**src/rtl/id_priv_dispatch_if.sv**
```systemverilog
// ----------------------------------------------------------------------------
// id_priv_dispatch_if
//
// Purpose: bundles the instruction-buffer side and the dispatch-queue side of
// the privileged/counter/TLB decode stage into one interface.
//
// Handshake: both sides use valid/ready. A bundle moves on a rising clock
// edge when valid is non-zero and ready is high in the same cycle. A producer
// holds valid and its payload stable until that edge. Ready does not depend
// combinationally on this side's own valid.
//
// Signals (ISSUE_WIDTH lanes, lane i occupies bits [i*W +: W]):
//   in_valid/in_ready/in_pc/in_inst      instruction buffer -> stage
//   out_valid/out_ready                  stage -> dispatch queue handshake
//   out_pc/out_inst                      lane passthrough
//   out_aluop/out_alusel                 ALU operation and operand select
//   out_reg_write_en/out_reg_write_addr  GPR writeback
//   out_csr_read_en/out_csr_write_en/out_csr_addr
//   out_is_privilege/out_is_cnt/out_inst_valid/out_exception_cause
//
// Modports: slave = the decode stage, master = the surrounding pipeline.
// ----------------------------------------------------------------------------
interface id_priv_dispatch_if #(
    parameter int ISSUE_WIDTH = 2
);
    logic [ISSUE_WIDTH-1:0]    in_valid;
    logic                      in_ready;
    logic [32*ISSUE_WIDTH-1:0] in_pc;
    logic [32*ISSUE_WIDTH-1:0] in_inst;

    logic [ISSUE_WIDTH-1:0]    out_valid;
    logic                      out_ready;
    logic [32*ISSUE_WIDTH-1:0] out_pc;
    logic [32*ISSUE_WIDTH-1:0] out_inst;
    logic [8*ISSUE_WIDTH-1:0]  out_aluop;
    logic [3*ISSUE_WIDTH-1:0]  out_alusel;
    logic [ISSUE_WIDTH-1:0]    out_reg_write_en;
    logic [5*ISSUE_WIDTH-1:0]  out_reg_write_addr;
    logic [ISSUE_WIDTH-1:0]    out_csr_read_en;
    logic [ISSUE_WIDTH-1:0]    out_csr_write_en;
    logic [14*ISSUE_WIDTH-1:0] out_csr_addr;
    logic [ISSUE_WIDTH-1:0]    out_is_privilege;
    logic [ISSUE_WIDTH-1:0]    out_is_cnt;
    logic [ISSUE_WIDTH-1:0]    out_inst_valid;
    logic [7*ISSUE_WIDTH-1:0]  out_exception_cause;

    modport slave (
        input  in_valid, in_pc, in_inst, out_ready,
        output in_ready, out_valid, out_pc, out_inst, out_aluop, out_alusel,
               out_reg_write_en, out_reg_write_addr, out_csr_read_en,
               out_csr_write_en, out_csr_addr, out_is_privilege, out_is_cnt,
               out_inst_valid, out_exception_cause
    );

    modport master (
        output in_valid, in_pc, in_inst, out_ready,
        input  in_ready, out_valid, out_pc, out_inst, out_aluop, out_alusel,
               out_reg_write_en, out_reg_write_addr, out_csr_read_en,
               out_csr_write_en, out_csr_addr, out_is_privilege, out_is_cnt,
               out_inst_valid, out_exception_cause
    );
endinterface

```
**src/rtl/id_priv_dispatch.sv**
```systemverilog
// ----------------------------------------------------------------------------
// id_priv_dispatch
//
// Purpose: registered ISSUE_WIDTH-lane decode/dispatch stage for ERTN,
// RDCNTID/RDCNTVLW, RDCNTVHW and TLBSRCH/TLBRD/TLBWR/TLBFILL. Privileged
// instructions issue alone in lane 0; bundles are split as needed and the
// not-yet-issued lanes wait in a residual buffer (state SPLIT). Unknown
// opcodes decode as not-valid so a general decoder can override them.
//
// Ports:
//   clk, rst     clock, synchronous active-high reset
//   flush        drops the output register and residual buffer, blocks input
//   bus          id_priv_dispatch_if.slave (input bundle, output bundle)
//   dbg_state_o  1 while in SPLIT, 0 while in NORMAL
//
// Build option: define ID_TLB_EN to decode the TLB opcodes; without it they
// decode like any unknown opcode and never cause a split.
// ----------------------------------------------------------------------------
module id_priv_dispatch #(
    parameter int ISSUE_WIDTH = 2,
    parameter int LANE_W      = 2
) (
    input  logic                   clk,
    input  logic                   rst,
    input  logic                   flush,
    id_priv_dispatch_if.slave      bus,
    output logic                   dbg_state_o
);
    localparam int IW = ISSUE_WIDTH;

    localparam logic [21:0] OP_ERTN     = 22'h01920E;
    localparam logic [21:0] OP_RDCNT    = 22'h000018;
    localparam logic [21:0] OP_RDCNTVHW = 22'h000019;
    localparam logic [7:0]  ALU_NOP      = 8'h00;
    localparam logic [7:0]  ALU_RDCNTVLW = 8'h60;
    localparam logic [7:0]  ALU_RDCNTVHW = 8'h61;
    localparam logic [7:0]  ALU_RDCNTID  = 8'h62;
    localparam logic [7:0]  ALU_ERTN     = 8'h70;
`ifdef ID_TLB_EN
    localparam logic [21:0] OP_TLBSRCH  = 22'h01920A;
    localparam logic [21:0] OP_TLBRD    = 22'h01920B;
    localparam logic [21:0] OP_TLBWR    = 22'h01920C;
    localparam logic [21:0] OP_TLBFILL  = 22'h01920D;
    localparam logic [7:0]  ALU_TLBSRCH  = 8'h71;
    localparam logic [7:0]  ALU_TLBRD    = 8'h72;
    localparam logic [7:0]  ALU_TLBWR    = 8'h73;
    localparam logic [7:0]  ALU_TLBFILL  = 8'h74;
`endif
    localparam logic [2:0]  SEL_NOP = 3'd0;
    localparam logic [2:0]  SEL_CSR = 3'd6;
    localparam logic [13:0] CSR_TID = 14'h040;
    localparam logic [6:0]  EXCEPTION_INE = 7'h0D;

    typedef enum logic {ST_NORMAL = 1'b0, ST_SPLIT = 1'b1} state_t;

    typedef struct packed {
        logic [7:0]  aluop;
        logic [2:0]  alusel;
        logic        wen;
        logic [4:0]  waddr;
        logic        csr_rd;
        logic        csr_wr;
        logic [13:0] csr_addr;
        logic        priv;
        logic        cnt;
        logic        valid;
    } dec_t;

    function automatic dec_t decode(input logic [31:0] inst);
        dec_t        d;
        logic [21:0] op;
        op         = inst[31:10];
        d          = '0;
        d.aluop    = ALU_NOP;
        d.alusel   = SEL_NOP;
        d.csr_addr = CSR_TID;
        case (op)
            OP_ERTN: begin
                d.valid = 1'b1;
                d.priv  = 1'b1;
                d.aluop = ALU_ERTN;
            end
            OP_RDCNT: begin
                d.valid  = 1'b1;
                d.cnt    = 1'b1;
                d.wen    = 1'b1;
                d.alusel = SEL_CSR;
                // rj selects between the counter id read and the low word read
                if (inst[9:5] == 5'd0) begin
                    d.aluop = ALU_RDCNTVLW;
                    d.waddr = inst[4:0];
                end else begin
                    d.aluop  = ALU_RDCNTID;
                    d.waddr  = inst[9:5];
                    d.csr_rd = 1'b1;
                end
            end
            OP_RDCNTVHW: begin
                d.valid  = 1'b1;
                d.cnt    = 1'b1;
                d.wen    = 1'b1;
                d.alusel = SEL_CSR;
                d.aluop  = ALU_RDCNTVHW;
                d.waddr  = inst[4:0];
            end
`ifdef ID_TLB_EN
            OP_TLBSRCH, OP_TLBRD, OP_TLBWR, OP_TLBFILL: begin
                d.valid    = 1'b1;
                d.priv     = 1'b1;
                d.alusel   = SEL_CSR;
                d.csr_wr   = 1'b1;
                d.csr_addr = 14'h3FFF;
                d.wen      = (op == OP_TLBRD);
                case (op)
                    OP_TLBSRCH: d.aluop = ALU_TLBSRCH;
                    OP_TLBRD:   d.aluop = ALU_TLBRD;
                    OP_TLBWR:   d.aluop = ALU_TLBWR;
                    default:    d.aluop = ALU_TLBFILL;
                endcase
            end
`endif
            default: ;
        endcase
        return d;
    endfunction

    state_t               state_q, state_d;
    logic [IW-1:0]        out_valid_q, out_valid_d;
    logic [32*IW-1:0]     out_pc_q, out_pc_d, out_inst_q, out_inst_d;
    dec_t                 out_dec_q [IW];
    dec_t                 out_dec_d [IW];
    logic [IW-1:0]        res_valid_q, res_valid_d;
    logic [32*IW-1:0]     res_pc_q, res_pc_d, res_inst_q, res_inst_d;

    logic [IW-1:0]        src_valid;
    logic [32*IW-1:0]     src_pc, src_inst;
    dec_t                 src_dec [IW];
    logic                 found_priv;
    logic [LANE_W:0]      split_at;
    logic [IW-1:0]        issue_mask;
    logic [IW-1:0]        res_valid_n;
    logic [32*IW-1:0]     res_pc_n, res_inst_n;
    logic                 out_free, load;

    assign out_free    = (out_valid_q == '0) || bus.out_ready;
    assign bus.in_ready = (state_q == ST_NORMAL) && out_free && !flush;
    // In SPLIT the residual always holds at least one lane, so it issues as
    // soon as the output register frees up.
    assign load        = !flush && out_free &&
                         ((state_q == ST_SPLIT) || (bus.in_valid != '0));
    assign dbg_state_o = (state_q == ST_SPLIT);

    // Source bundle, split point and re-packed residual.
    always_comb begin
        src_valid = bus.in_valid;
        src_pc    = bus.in_pc;
        src_inst  = bus.in_inst;
        if (state_q == ST_SPLIT) begin
            src_valid = res_valid_q;
            src_pc    = res_pc_q;
            src_inst  = res_inst_q;
        end
        for (int i = 0; i < IW; i++) begin
            src_dec[i] = decode(src_inst[i*32 +: 32]);
        end
        // split_at = first lane that does not issue this time (IW = all issue).
        // A privileged lane 0 issues alone, otherwise lanes before it issue.
        found_priv = 1'b0;
        split_at   = (LANE_W+1)'(IW);
        for (int i = 0; i < IW; i++) begin
            if (!found_priv && src_valid[i] && src_dec[i].priv) begin
                found_priv = 1'b1;
                split_at   = (i == 0) ? (LANE_W+1)'(1) : (LANE_W+1)'(i);
            end
        end
        for (int i = 0; i < IW; i++) begin
            issue_mask[i] = src_valid[i] && (i < int'(split_at));
        end
        res_valid_n = '0;
        res_pc_n    = '0;
        res_inst_n  = '0;
        for (int j = 0; j < IW; j++) begin
            for (int s = 0; s < IW; s++) begin
                if (s == j + int'(split_at)) begin
                    res_valid_n[j]        = src_valid[s];
                    res_pc_n[j*32 +: 32]   = src_pc[s*32 +: 32];
                    res_inst_n[j*32 +: 32] = src_inst[s*32 +: 32];
                end
            end
        end
    end

    // Next state for the FSM, output register and residual buffer.
    always_comb begin
        state_d     = state_q;
        out_valid_d = out_valid_q;
        out_pc_d    = out_pc_q;
        out_inst_d  = out_inst_q;
        res_valid_d = res_valid_q;
        res_pc_d    = res_pc_q;
        res_inst_d  = res_inst_q;
        for (int i = 0; i < IW; i++) begin
            out_dec_d[i] = out_dec_q[i];
        end
        if (flush) begin
            state_d     = ST_NORMAL;
            out_valid_d = '0;
            out_pc_d    = '0;
            out_inst_d  = '0;
            res_valid_d = '0;
            res_pc_d    = '0;
            res_inst_d  = '0;
            for (int i = 0; i < IW; i++) begin
                out_dec_d[i] = '0;
            end
        end else if (load) begin
            out_valid_d = issue_mask;
            for (int i = 0; i < IW; i++) begin
                out_pc_d[i*32 +: 32]   = issue_mask[i] ? src_pc[i*32 +: 32] : 32'd0;
                out_inst_d[i*32 +: 32] = issue_mask[i] ? src_inst[i*32 +: 32] : 32'd0;
                out_dec_d[i]           = issue_mask[i] ? src_dec[i] : '0;
            end
            res_valid_d = res_valid_n;
            res_pc_d    = res_pc_n;
            res_inst_d  = res_inst_n;
            state_d     = (res_valid_n != '0) ? ST_SPLIT : ST_NORMAL;
        end else if (out_free) begin
            // Bundle transferred (or register already empty) with nothing new.
            out_valid_d = '0;
            out_pc_d    = '0;
            out_inst_d  = '0;
            for (int i = 0; i < IW; i++) begin
                out_dec_d[i] = '0;
            end
        end
    end

    always_ff @(posedge clk) begin
        if (rst) begin
            state_q     <= ST_NORMAL;
            out_valid_q <= '0;
            out_pc_q    <= '0;
            out_inst_q  <= '0;
            res_valid_q <= '0;
            res_pc_q    <= '0;
            res_inst_q  <= '0;
            for (int i = 0; i < IW; i++) begin
                out_dec_q[i] <= '0;
            end
        end else begin
            state_q     <= state_d;
            out_valid_q <= out_valid_d;
            out_pc_q    <= out_pc_d;
            out_inst_q  <= out_inst_d;
            res_valid_q <= res_valid_d;
            res_pc_q    <= res_pc_d;
            res_inst_q  <= res_inst_d;
            for (int i = 0; i < IW; i++) begin
                out_dec_q[i] <= out_dec_d[i];
            end
        end
    end

    assign bus.out_valid = out_valid_q;
    assign bus.out_pc    = out_pc_q;
    assign bus.out_inst  = out_inst_q;

    for (genvar g = 0; g < IW; g++) begin : g_lane
        assign bus.out_aluop[g*8 +: 8]           = out_dec_q[g].aluop;
        assign bus.out_alusel[g*3 +: 3]          = out_dec_q[g].alusel;
        assign bus.out_reg_write_en[g]           = out_dec_q[g].wen;
        assign bus.out_reg_write_addr[g*5 +: 5]  = out_dec_q[g].waddr;
        assign bus.out_csr_read_en[g]            = out_dec_q[g].csr_rd;
        assign bus.out_csr_write_en[g]           = out_dec_q[g].csr_wr;
        assign bus.out_csr_addr[g*14 +: 14]      = out_dec_q[g].csr_addr;
        assign bus.out_is_privilege[g]           = out_dec_q[g].priv;
        assign bus.out_is_cnt[g]                 = out_dec_q[g].cnt;
        assign bus.out_inst_valid[g]             = out_dec_q[g].valid;
        // Every issued lane carries INE for the general decoder to override.
        assign bus.out_exception_cause[g*7 +: 7] = out_valid_q[g] ? EXCEPTION_INE : 7'd0;
    end
endmodule
```
**src/flat_wrapper.sv**
```systemverilog
// flat-port wrapper written by rule: the top's interface ports become plain ports
module id_priv_dispatch_flat 
#(
    parameter int ISSUE_WIDTH = 2,
    parameter int LANE_W      = 2
)
  (clk, rst, flush, dbg_state_o, bus_in_valid, bus_in_pc, bus_in_inst, bus_out_ready, bus_in_ready, bus_out_valid, bus_out_pc, bus_out_inst, bus_out_aluop, bus_out_alusel, bus_out_reg_write_en, bus_out_reg_write_addr, bus_out_csr_read_en, bus_out_csr_write_en, bus_out_csr_addr, bus_out_is_privilege, bus_out_is_cnt, bus_out_inst_valid, bus_out_exception_cause);
  id_priv_dispatch_if #(.ISSUE_WIDTH(ISSUE_WIDTH)) bus_i ();
  input  logic clk;
  input  logic rst;
  input  logic flush;
  output logic dbg_state_o;
  input wire logic [$bits(bus_i.in_valid)-1:0] bus_in_valid;
  input wire logic [$bits(bus_i.in_pc)-1:0] bus_in_pc;
  input wire logic [$bits(bus_i.in_inst)-1:0] bus_in_inst;
  input wire logic [$bits(bus_i.out_ready)-1:0] bus_out_ready;
  output wire logic [$bits(bus_i.in_ready)-1:0] bus_in_ready;
  output wire logic [$bits(bus_i.out_valid)-1:0] bus_out_valid;
  output wire logic [$bits(bus_i.out_pc)-1:0] bus_out_pc;
  output wire logic [$bits(bus_i.out_inst)-1:0] bus_out_inst;
  output wire logic [$bits(bus_i.out_aluop)-1:0] bus_out_aluop;
  output wire logic [$bits(bus_i.out_alusel)-1:0] bus_out_alusel;
  output wire logic [$bits(bus_i.out_reg_write_en)-1:0] bus_out_reg_write_en;
  output wire logic [$bits(bus_i.out_reg_write_addr)-1:0] bus_out_reg_write_addr;
  output wire logic [$bits(bus_i.out_csr_read_en)-1:0] bus_out_csr_read_en;
  output wire logic [$bits(bus_i.out_csr_write_en)-1:0] bus_out_csr_write_en;
  output wire logic [$bits(bus_i.out_csr_addr)-1:0] bus_out_csr_addr;
  output wire logic [$bits(bus_i.out_is_privilege)-1:0] bus_out_is_privilege;
  output wire logic [$bits(bus_i.out_is_cnt)-1:0] bus_out_is_cnt;
  output wire logic [$bits(bus_i.out_inst_valid)-1:0] bus_out_inst_valid;
  output wire logic [$bits(bus_i.out_exception_cause)-1:0] bus_out_exception_cause;
  assign bus_i.in_valid = bus_in_valid;
  assign bus_i.in_pc = bus_in_pc;
  assign bus_i.in_inst = bus_in_inst;
  assign bus_i.out_ready = bus_out_ready;
  assign bus_in_ready = bus_i.in_ready;
  assign bus_out_valid = bus_i.out_valid;
  assign bus_out_pc = bus_i.out_pc;
  assign bus_out_inst = bus_i.out_inst;
  assign bus_out_aluop = bus_i.out_aluop;
  assign bus_out_alusel = bus_i.out_alusel;
  assign bus_out_reg_write_en = bus_i.out_reg_write_en;
  assign bus_out_reg_write_addr = bus_i.out_reg_write_addr;
  assign bus_out_csr_read_en = bus_i.out_csr_read_en;
  assign bus_out_csr_write_en = bus_i.out_csr_write_en;
  assign bus_out_csr_addr = bus_i.out_csr_addr;
  assign bus_out_is_privilege = bus_i.out_is_privilege;
  assign bus_out_is_cnt = bus_i.out_is_cnt;
  assign bus_out_inst_valid = bus_i.out_inst_valid;
  assign bus_out_exception_cause = bus_i.out_exception_cause;
  id_priv_dispatch #(.ISSUE_WIDTH(ISSUE_WIDTH), .LANE_W(LANE_W)) u_core (.clk(clk), .rst(rst), .flush(flush), .bus(bus_i), .dbg_state_o(dbg_state_o));
endmodule
```
**config.mk**
```make
export PLATFORM = sky130hd
export DESIGN_NAME = id_priv_dispatch_flat
export DESIGN_NICKNAME = d
export VERILOG_FILES = /design/src/rtl/id_priv_dispatch_if.sv /design/src/rtl/id_priv_dispatch.sv /design/src/flat_wrapper.sv
export SDC_FILE = /design/constraint.sdc
export NUM_CORES = 1
export LEC_CHECK = 0
export CAP_MARGIN = 20
export CORE_ASPECT_RATIO = 1.2
export CORE_MARGIN = 4
export CORE_UTILIZATION = 48
export CTS_CLUSTER_DIAMETER = 30
export DETAILED_ROUTE_END_ITERATION = 8
export PLACE_DENSITY = 0.84
export SKIP_CTS_REPAIR_TIMING = 1
export SLEW_MARGIN = 30
export SYNTH_ARGS = -nofsm -noshare
export SYNTH_HDL_FRONTEND = slang
export SYNTH_SLANG_ARGS = --single-unit
```
**constraint.sdc**
```tcl
create_clock -name clk -period 2.8 [get_ports clk]
set_clock_uncertainty 0.2 [all_clocks]
set_input_delay 0.56 -clock clk [delete_from_list [all_inputs] [get_ports clk]]
set_output_delay 0.56 -clock clk [all_outputs]
set_load 0.05 [all_outputs]
```
* Yosys cells after proc, flatten, opt, wreduce, memory -nomap -nowiden *
Memories as Yosys holds them, arrays and structs flattened.
Index checks and enable logic that the tools add are counted.

storage, ports and cells
  input bits = 134
  RAM bits = 72
  register bits = 261
  memories = 1

memories
  memory            words  width  read ports  clocked after Yosys merged registers in  wr ports  line                     text
  u_core.out_dec_q  2      36     2           0                                        2         id_priv_dispatch.sv:130  dec_t out_dec_q [IW];

operators by class
  order comparisons = 2
  muxes and demuxes = 58
  reduce and logical (&&, ||, !) cells = 26
  bitwise gates (word level) = 3
  equality and inequality tests = 8
  $add $sub $neg = 1

operators with widths
  cell                    count
  $mux W32                12
  $mux W64                5
  $mux W72                3
  $eq A22 B5 Y1 const B   4
  $mux W36                2
  $mux W35                2
  $logic_not A32 Y1       2
  $eq A22 B17 Y1 const B  2
  $pmux W7 S3             2
  $pmux W9 S2             2
  $eq A2 B32 Y1 const A   1
  $mux W1                 19
  $mux W2                 7
  $logic_not A5 Y1        2
  $mux W5                 2
  $logic_and A1 B1 Y1     9
  $mux W4                 2
  $reduce_bool A2 Y1      3
  $reduce_or A2 Y1        3
  $reduce_or A3 Y1        2
  $lt A1 B2 Y1 const A    2
  $add A1 B2 Y3 const A   1
  $eq A1 B2 Y1 const A    1
  $logic_not A1 Y1        2
  other kinds (4)         6

* Depth between registers and ports, before layout *
Gate-level depths: netlist of the first run.

  depth after elaboration = 15
  mapped depth = 10

* Least setup slack after synthesis of the first run *
Ideal clock, no wire load.

  kind = reg-to-output
  from = reg u_core.state_q, in the netlist u_core.dbg_state_o
  to = out bus_in_ready
  data arrival time = 2.131 ns
  setup slack = -0.091 ns
  stages on the path, launching flop included = 8
  required time = 2.040 ns
  path through = dfxtp_1 > buf_6 > buf_6 > buf_6 > buf_6 > buf_4 > buf_2 > nor2_1

on the way
  cells in the longest elaborated chain, start to end = 3

RTL lines
  item                              line                     text
  start, declared                   id_priv_dispatch.sv:127  state_t state_q, state_d;
  start signal, assigned            id_priv_dispatch.sv:251  state_q <= state_d;
  $not A1 Y1                        id_priv_dispatch.sv:146  assign bus.in_ready = (state_q == ST_NORMAL) && out_free && !flush;
  $logic_and A1 B1 Y1 (2 in a row)  id_priv_dispatch.sv:146
  end, declared                     flat_wrapper.sv:17       output wire logic [$bits(bus_i.in_ready)-1:0] bus_in_ready;

Every way passes these cells.

==> results by group, run 1 <==
Run status
  – Status: finished, final reports clean

Placed design
  – Final Wtd Congestion: 0.9049
  – Placed Instance Area: 0.01515 sq mm
  – Dpl hpwl: 27190 um
  – Placed insts: 1801
  – IO buf count: 307

Route
  – Final wirelength: 39340 um
  – Post-DR wirelength/cell: 20.85 um
  – DRC Markers: 0
  – Drt pass-1 iters: 5
  – Via count: 10820
  – Vias per inst: 5.732
  – Final ANT Viol Nets: 0
  – Initial drt markers: 738

Finish
  – Post-Layout Cell Count: 1887
  – Share of layout cells above drive strength 1: 0.1389
  – Layout Nets: 1658
  – Fillcell total: 1854
  – Commonest non-fill, non-tap cell in the layout: clkdlybuf4s50_1
  – Most frequent cells in the layout: clkdlybuf4s50_1, dfxtp_1, nor2_1, nand2_1, and3_1
  – Area grow syn2layout: 40.05%
  – Design area: 0.01678 sq mm
  – # diodes: 0

Synth
  – Synth top area share: 0.4746
  – Synthesized flop and latch total: 284
  – Synth area leader: dfxtp_1
  – Share of flip-flops with an asynchronous set or reset: 0
  – Yosys warning count: 0
  – Syn Std Cell Area: 0.01198 sq mm
  – Synth Flop Type: dfxtp_1
  – Sequential area share after synthesis: 0.4746
  – Yosys cell types: 56
  – Post-synthesis cell count: 1261
  – Main area contributors after synthesis: dfxtp_1, mux2_2, mux2i_1, a32o_1, buf_4
  – Number of synthesized flops with an enable pin: 0
  – Avg Cell Area, Syn: 9.500 sq um

Pwr
  – Worst vdd ir: 0.4834 mV
  – Clock power frac: 0.530
  – Logic gate share of total power: 0.094
  – Seq pwr share: 0.376
  – Total power: 10.90 mW
  – Switch Pwr: 2.894 mW
  – Pint: 8.010 mW
  – P_leak: 6.131 nW
  – Switching Fraction: 0.2654
  – Pwr per Cell Area: 650.0 mW/mm^2

Min path
  – HP Start: u_core.res_inst_q[25]
  – Hold worst-path end: u_core.res_inst_q[25]
  – HP Class: reg2reg
  – Worst Hold Path Cells: 2

Floorplan
  – Die ar.: 0.02756 sq mm
  – Chip width: 152.2 um
  – Die Y: 181.1 um
  – Initial Utilization: 0.4855
  – Site Rows: 63
  – Ports: 352
  – Core region area: 0.02467 sq mm

Global route
  – Number of global-route vias before repair: 10950
  – Global-route wire length before repair: 60440 um
  – Initial antenna violation count: 0
  – Largest net degree at the start of global routing: 89
  – GR Overflow Total: 0
  – GR Util All Layers: 0.2705

Critical path
  – Crit. End Element: output port
  – Arrival time worst endpoint: 2000 ps
  – CP Buf/Inv Count: 1
  – Kind of critical path: reg2out
  – Slowest CP cell: clkdlybuf4s50_1
  – CP delay by family, top: buffers and inverters
  – Critical Path RT: 2040 ps
  – CP max stage delay: 890 ps
  – R2r setup slk: 210 ps
  – FF-to-FF End: u_core.out_dec_q[0][55]
  – Critical path cell sequence: clkdlybuf4s50_1
  – Worst r2r src: u_core.dbg_state_o
  – Crit start category: flip-flop
  – R2r worst-path depth: 8
  – CP Max Fanout: 8

STA
  – Max Clk Rate: 362.4 MHz
  – Rel. slew slack: 0.4599
  – Final Critical Period: 2759 ps
  – Fin crit share: 0.9855
  – Fin. Hold Viols: 0
  – Final Max Tran Viols: 0
  – RSZ-0062 raised after global routing: false
  – Setup violators final: 0
  – Worst-Margin Slew: 807.2 ps

Clock tree
  – CTS tree: built
  – Clk buf depth: 3
  – Num CTS Buffers: 46
  – H-tree depth: 2
  – Clock slew at reported path FFs: 60 ps
  – Num Clock Sinks: 284
  – Worst skew pair latency: 540 ps
  – Clk root buf: clkbuf_16

Flow run
  – Max-cap violations: 0
[Yosys cell counts, types with 3 or more instances]
cell type  count
nor3b_1        6
a22oi_1       65
nand3_1       45
dfxtp_1      284
and2_1         3
a21oi_1       16
buf_2         18
nand4_1        6
mux2_2        68
buf_4         67
mux2i_1       60
and3_1        72
nor3_1         9
buf_1          7
nor4_1         7
nand2_1      112
a211oi_1       5
o21ai_1       35
a22o_1         8
o22ai_1       15
nor2_1       128
a222oi_1       4
or3_1          7
a32o_1        56
nor2b_1        4
buf_6         12
a32oi_1        3
o21ai_0       26
clkbuf_1      72
nand2b_1       3
nor4b_1        5
[power by group through the flow]
stage | Combinational (mW) | Clock, mW | Sequential, mW
after floorplan | 0.523 | 0 | 4.29
after global placement | 0.999 | 0 | 4.18
after detailed placement | 1.01 | 0 | 4.18
after CTS | 1.02 | 5.86 | 4.10
after global routing | 1.08 | 6.04 | 4.10
final | 1.02 | 5.78 | 4.10
[tightest hold or removal path, cell delays in order (launching register included)]
cell and delay, ps:
dfxtp_1 310, nand2_1 50, o21ai_1 50
[cell families (layout without fill, tap and decap cells)]
group / after synthesis / in the layout / synth area share
buffers and inverters: 178 / 436 / 0.08617
AND/OR/NAND/NOR: 419 / 419 / 0.1671
flip-flops: 284 / 284 / 0.4746
AO/OA/AOI/OAI: 250 / 250 / 0.1566
other: 1 / 44 / 0.0003130
multiplexers: 129 / 129 / 0.1152
[per-layer routing]
metal	up-vias	routed length (um)	track usage
met3	109	3201	0.07786
met2	503	20360	0.4932
li1	5007	-	-
met5	-	0	0
met4	0	1748	0.1234
met1	5197	14030	0.2879
[worst max-delay path by stage]
stage,start,end,slack [ps],cells past startpoint
floorplan,u_core.dbg_state_o,bus_in_ready,130,7
global placement,bus_in_inst[27],u_core.bus.out_pc[32],-160,7
detailed placement,bus_in_inst[27],u_core.bus.out_pc[43],-200,7
CTS,u_core.bus.out_valid[0],bus_out_csr_addr[6],50,1
global route,u_core.bus.out_valid[0],bus_out_csr_addr[6],3,1
finish,u_core.bus.out_valid[0],bus_out_csr_addr[6],40,1
[sequential cells by signal, indices dropped and copies added, names as in the netlist]
register	count
u_core.bus.out_inst	64
u_core.bus.out_pc	64
u_core.bus.out_valid	1
u_core.dbg_state_o	1
u_core.out_dec_q	24
u_core.res_inst_q	64
u_core.res_pc_q	64
u_core.res_valid_q	2
[layout make-up]
cell class              instances  area [sq um]  share of cell area
inverters                       2         7.507           0.0004475
clock buffers                  48          1169             0.06966
flip-flops and latches        284          5689              0.3391
repair buffers                348          3578              0.2133
multi-input cells             842          5470              0.3261
well taps                     325         406.6             0.02424
clock inverters                38         455.4             0.02715
[metrics by stage]
stage / utilization / setup TNS (ps) / setup WS [ps] / hold slack, ps
after CTS: 0.6799 / 0 / 49.27 / 249.4
after global routing: 0.6800 / 0 / 3.143 / 275.5
after detailed placement: 0.6140 / -18240 / -195.8 / 241.5
after floorplan: - / 0 / 130.9 / 221.8
final: 0.6800 / 0 / 40.57 / 250.6
after global placement: 0.6140 / -12140 / -157.8 / 233.4
Note: power is estimated with default switching activity, not from simulation.
==> inputs of run 2 (changes only) <==
- CORE_MARGIN: 4 -> not set
==> results by group, run 2 (synthesized netlist as in run 1, its figures left out) <==
Critical path
  – Kind of critical path: reg2out
  – Critical path cell sequence: clkdlybuf4s50_1
  – Crit start category: flip-flop
  – CP Depth: 1 (unchanged)
  – Crit path to: bus_out_exception_cause[10]
  – Arrival time worst endpoint: 1980 ps (-20 ps)
  – Critical path origin: u_core.out_dec_q[0][45]
  – FF-to-FF End: u_core.bus.out_pc[44]
  – Critical Path RT: 2040 ps (about the same)
  – CP max stage delay: 880 ps (about the same)
  – R2r setup slk: 190 ps (-20 ps)
  – Crit. End Element: output port
  – Slowest CP cell: clkdlybuf4s50_1
  – CP Max Fanout: 8 (unchanged)
  – R2r worst-path depth: 8 (unchanged)
  – Worst r2r src: u_core.dbg_state_o
  – CP delay by family, top: buffers and inverters
  – CP Buf/Inv Count: 1 (unchanged)

Finish
  – Most frequent cells in the layout: clkdlybuf4s50_1, dfxtp_1, nor2_1, nand2_1, and3_1
  – Layout Nets: 1665 (+0.42%)
  – Commonest non-fill, non-tap cell in the layout: clkdlybuf4s50_1
  – Register area: 0.005689 sq mm (unchanged)
  – Multi-input gate area: 0.005470 sq mm (unchanged)
  – Area grow syn2layout: 40.13% (about the same)
  – Share of layout cells above drive strength 1: 0.1416 (+0.002657)
  – Post-layout util: 0.6935 (+0.01360)
  – Fillcell total: 1782 (-3.9%)
  – Design area: 0.01679 sq mm (about the same)

Clock tree
  – Clock slew at reported path FFs: 50 ps (about the same)
  – CTS tree: built
  – Clk root buf: clkbuf_16
  – Num Clock Sinks: 284 (unchanged)
  – H-tree depth: 2 (unchanged)
  – Num CTS Buffers: 45 (-2.2%)
  – Clk buf depth: 3 (unchanged)
  – Worst skew pair latency: 540 ps (about the same)

STA
  – Fin crit share: 0.9768 (-0.008688)
  – RSZ-0062 raised after global routing: false
  – Max Clk Rate: 365.6 MHz (+0.89%)
  – Final Critical Period: 2735 ps (-24.33 ps)
  – Fin. Hold Viols: 0 (unchanged)
  – Final Max Tran Viols: 0 (unchanged)
  – Post-route setup slack: 64.90 ps (+24.33 ps)
  – Hold slack: 245.4 ps (-5.170 ps)
  – Setup violators final: 0 (unchanged)
  – Rel. slew slack: 0.5879 (+0.1281)
  – Worst-Margin Slew: 616.2 ps (-191.1 ps)

Pwr
  – Worst vdd ir: 0.5522 mV (+14%)
  – Pwr per Cell Area: 647.2 mW/mm^2 (-0.43%)
  – P_leak: 6.144 nW (+0.20%)
  – Total power: 10.86 mW (-0.37%)

Floorplan
  – Ports: 352 (unchanged)
  – Chip width: 146.2 um (-3.9%)
  – Initial Utilization: 0.4949 (+0.009412)
  – Site Rows: 62 (-1.6%)
  – Die Y: 175.1 um (-3.3%)
  – Core region area: 0.02420 sq mm (-1.9%)
  – Die ar.: 0.02559 sq mm (-7.1%)

Global route
  – GR Util All Layers: 0.2981 (+0.02753)
  – GR Util met3: 0.08068 (+0.002816)
  – M2 GR Usage: 0.5381 (+0.04486)
  – GR peak layer: met2
  – Global-route wire length before repair: 60130 um (-0.51%)
  – Number of global-route vias before repair: 10910 (-0.31%)
  – Largest net degree at the start of global routing: 88 (-1.1%)
  – GR Overflow Total: 0 (unchanged)
  – Met1 GRT Util: 0.3166 (+0.02871)
  – Initial antenna violation count: 0 (unchanged)

Route
  – Drt pass-1 iters: 6 (+1)
  – Post-DR wirelength/cell: 20.74 um (-0.50%)
  – Final ANT Viol Nets: 0 (unchanged)
  – Via count: 10940 (+1.2%)
  – Vias per inst: 5.794 (+1.1%)
  – Final wirelength: 39190 um (-0.40%)
  – Initial drt markers: 839 (+14%)
  – DRC Markers: 0 (unchanged)

Placed design
  – Dpl hpwl: 26710 um (-1.7%)
  – Final Wtd Congestion: 0.9314 (+2.9%)
  – Post-place setup slack: -153.1 ps (+42.73 ps)
  – Placed Instance Area: 0.01519 sq mm (+0.27%)
  – IO buf count: 307 (unchanged)

Flow run
  – Max-cap violations: 0 (unchanged)

Min path
  – HP Class: reg2reg

Run status
  – Status: finished, final reports clean
-- run 2: cell count changes in the layout (fill, tap and decap cells not counted), sizes merged --
cell           change
diode              +1
clkinvlp           -4
clkinv             +2
bufinv             +1
buf                +8
clkdlybuf4s50      +1
dlymetal6s2s       -1
inv                -1
-- run 2: worst min-delay path by stage --
stage | start | to | slack, ps | cells past startpoint
finish | u_core.res_inst_q[17] | u_core.res_inst_q[17] | 250 | 2
floorplan | u_core.res_inst_q[17] | u_core.res_inst_q[17] | 220 | 2
global placement | u_core.res_inst_q[17] | u_core.res_inst_q[17] | 230 | 2
CTS | u_core.res_inst_q[17] | u_core.res_inst_q[17] | 240 | 2
global route | u_core.res_inst_q[17] | u_core.res_inst_q[17] | 260 | 2
detailed placement | u_core.res_inst_q[17] | u_core.res_inst_q[17] | 240 | 2
-- run 2: power breakdown --
part	switching [mW]	internal [mW]	leakage, nW
Combinational	0.642	0.395	3.09
Sequential	0.0229	4.07	2.29
Clock	2.18	3.55	0.758
Total	2.84	8.02	6.14
-- run 2: stage by stage --
stage	cells	setup TNS (ps)
finish	1889	0
global route	1888	0
CTS	1888	0
detailed placement	1804	-11440
global placement	1804	-4869
floorplan	1304	0
-- run 2: final cells by class --
type                       count  area share
clock inverter                36     0.02631
antenna                        1   0.0001491
clock buffer                  48     0.06835
sequential                   284      0.3389
multi-input combinational    842      0.3259
tap                          320     0.02385
inverter                       2   0.0004472
timing repair buffer         356      0.2161
-- run 2: metal layers --
layer / vias up / share of wire
li1: 5011 / -
met1: 5269 / 0.37
met2: 546 / 0.51
met3: 118 / 0.079
met4: 0 / 0.047
met5: - / 0
==> inputs of run 3 (changes only) <==
--- a/config.mk
+++ b/config.mk
@@ -11,5 +11,7 @@
 export CTS_CLUSTER_DIAMETER = 30
 export DETAILED_ROUTE_END_ITERATION = 8
+export HOLD_SLACK_MARGIN = 0.02
 export PLACE_DENSITY = 0.84
+export SETUP_SLACK_MARGIN = 0.05
 export SKIP_CTS_REPAIR_TIMING = 1
 export SLEW_MARGIN = 30
==> constraint.sdc (replaced) <==
create_clock -name clk -period 2.8 [get_ports clk]
set_clock_uncertainty 0.2 [all_clocks]
set_input_delay 0.84 -clock clk [delete_from_list [all_inputs] [get_ports clk]]
set_output_delay 0.84 -clock clk [all_outputs]
set_load 0.05 [all_outputs]
==> results by group, run 3 (synthesized netlist as in run 1, its figures left out) <==
Run status
  – Violated checks: negative setup slack
  – Status: complete, but fails checks

Finish
  – Layout Nets: 1715 (+3.0%)
  – Fillcell total: 1579 (-11%)
  – Share of layout cells above drive strength 1: 0.1738 (+0.03217)
  – Commonest non-fill, non-tap cell in the layout: dfxtp_1
  – Most frequent cells in the layout: dfxtp_1, clkdlybuf4s50_1, dlymetal6s2s_1, nor2_1, nand2_1
  – Area grow syn2layout: 48.05%
  – Register area: 0.005689 sq mm (unchanged)
  – Post-Layout Cell Count: 1944 (+2.9%)
  – Multi-input gate area: 0.005493 sq mm (+0.41%)

Route
  – Final ANT Viol Nets: 0 (unchanged)
  – Initial drt markers: 833 (-0.72%)
  – Drt pass-1 iters: 6 (unchanged)
  – Post-DR wirelength/cell: 21.34 um (+2.9%)
  – Final wirelength: 41490 um (+5.9%)
  – DRC Markers: 0 (unchanged)
  – Via count: 11280 (+3.1%)
  – Vias per inst: 5.802 (+0.15%)

Floorplan
  – Ports: 352 (unchanged)
  – Initial Utilization: 0.4949 (unchanged)
  – Site Rows: 62 (unchanged)
  – Core region area: 0.02420 sq mm (unchanged)
  – Die ar.: 0.02559 sq mm (unchanged)
  – Die Y: 175.1 um (unchanged)
  – Chip width: 146.2 um (unchanged)

Pwr
  – P_leak: 9.161 nW (+49%)
  – Pwr per Cell Area: 657.7 mW/mm^2 (+1.6%)
  – Logic gate share of total power: 0.094 (about the same)
  – Switching Fraction: 0.2477 (-0.01415)
  – Total power: 11.66 mW (+7.4%)
  – Seq pwr share: 0.352 (-0.025)
  – Pint: 8.775 mW (+9.4%)
  – Clock power frac: 0.555 (+0.028)
  – Worst vdd ir: 0.5980 mV (+8.3%)
  – Switch Pwr: 2.889 mW (+1.6%)

Placed design
  – Post-place setup slack: -419.3 ps (-266.2 ps)
  – Final Wtd Congestion: 0.8824 (-5.3%)
  – IO buf count: 307 (unchanged)
  – Placed insts: 1847 (+2.4%)
  – Dpl hpwl: 27420 um (+2.7%)

Min path
  – HP Start: u_core.out_dec_q[0][55]
  – HP Class: reg2reg
  – Worst Hold Path Cells: 2 (unchanged)
  – Hold worst-path end: u_core.out_dec_q[0][55]

Critical path
  – Kind of critical path: in2out
  – CP delay by family, top: buffers and inverters
  – FF-to-FF End: u_core.res_inst_q[12]
  – Crit. End Element: output port
  – Critical path cell sequence: clkdlybuf4s50_1 -> o21bai_2 -> nand2_2 -> nor2_4 -> buf_12
  – Worst r2r src: u_core.dbg_state_o
  – CP max stage delay: 510 ps (-370 ps)
  – Critical Path RT: 1760 ps (-280 ps)
  – Arrival time worst endpoint: 1920 ps (-60 ps)
  – R2r worst-path depth: 7 (-1)
  – CP Max Fanout: 2 (-6)
  – CP Buf/Inv Count: 2 (+1)
  – Crit start category: primary input
  – R2r setup slk: 180 ps (about the same)
  – Slowest CP cell: clkdlybuf4s50_1

Clock tree
  – Worst skew pair latency: 540 ps (about the same)
  – H-tree depth: 2 (unchanged)
  – Num Clock Sinks: 284 (unchanged)
  – CTS tree: built
  – Num CTS Buffers: 51 (+13%)
  – Clock slew at reported path FFs: 50 ps (about the same)
  – Clk root buf: clkbuf_16
  – Clk buf depth: 3 (unchanged)

STA
  – Worst-Margin Slew: 645.5 ps (+29.37 ps)
  – TNS Setup: -155.5 ps (-155.5 ps)
  – Setup violators final: 1 (+1)
  – Fin crit share: 1.056 (+0.07871)
  – RSZ-0062 raised after global routing: true
  – Final Max Tran Viols: 0 (unchanged)
  – Max Clk Rate: 338.4 MHz (-7.5%)
  – Post-route setup slack: -155.5 ps (-220.4 ps)
  – Fin. Hold Viols: 0 (unchanged)
  – Final Critical Period: 2955 ps (+220.4 ps)
  – Rel. slew slack: 0.5696 (-0.01829)

Global route
  – Initial antenna violation count: 0 (unchanged)
  – GR Util All Layers: 0.3095 (+0.01141)
  – Global-route wire length before repair: 62130 um (+3.3%)
  – Largest net degree at the start of global routing: 80 (-9.1%)
  – Number of global-route vias before repair: 11310 (+3.7%)
  – GR Overflow Total: 0 (unchanged)

Flow run
  – Max-cap violations: 0 (unchanged)
-- run 3: cell count changes in the layout (fill, tap and decap cells not counted), sizes merged --
cell | before | now
buf | 51 | 97
inv | 16 | 13
clkdlybuf4s50 | 305 | 156
bufinv | 5 | 6
clkbuf | 48 | 63
dlymetal6s2s | 0 | 147
clkinvlp | 6 | 8
clkinv | 11 | 7
-- run 3: power by group through the flow --
stage               clock [mW]  combinational [mW]  sequential [mW]
finish                    6.47                1.09             4.10
global route              6.74                1.14             4.10
floorplan                    0               0.523             4.29
CTS                       6.52                1.08             4.10
global placement             0                1.05             4.18
detailed placement           0                1.07             4.18
-- run 3: worst min-delay path, delay by kind of cell (launching register included) --
| kind | cells | cell delay, ps |
|---|---|---|
| flops | 1 | 320 |
| simple gates | 1 | 40 |
| compound gates | 1 | 50 |
-- run 3: stage by stage --
step                      utilization  cell area, sq um  hold WS (ps)
after floorplan                     -             12150         221.8
after global placement         0.6405             15500         233.4
after detailed placement       0.6405             15500         241.4
after CTS                      0.7161             17330         257.3
after global routing           0.7326             17730         274.0
final                          0.7327             17730         253.7
-- run 3: layout make-up --
| cell class | count | area share |
|---|---|---|
| diodes | 1 | 0.0001411 |
| flip-flops and latches | 284 | 0.3208 |
| clock buffers | 63 | 0.08149 |
| repair buffers | 400 | 0.2431 |
| clock inverters | 32 | 0.02173 |
| multi-input cells | 842 | 0.3097 |
| well taps | 320 | 0.02258 |
| inverters | 2 | 0.0004233 |
-- run 3: worst max-delay path by stage --
| stage | start | end | slack (ps) | cells after the start |
|---|---|---|---|---|
| after floorplan | bus_in_inst[27] | u_core.bus.out_inst[62] | 70 | 7 |
| after global placement | bus_in_inst[27] | u_core.bus.out_pc[53] | -410 | 7 |
| after detailed placement | bus_in_inst[27] | u_core.bus.out_pc[42] | -420 | 7 |
| after CTS | bus_out_ready | bus_in_ready | -230 | 5 |
| after global routing | bus_out_ready | bus_in_ready | -160 | 5 |
| final | bus_out_ready | bus_in_ready | -160 | 5 |
-- run 3: layer usage --
metal	vias up	GRT usage	share of wire
li1	5103	-	-
met1	5395	0.3185	0.34
met2	635	0.5583	0.51
met3	146	0.08851	0.088
met4	0	0.1784	0.057
met5	-	0	0
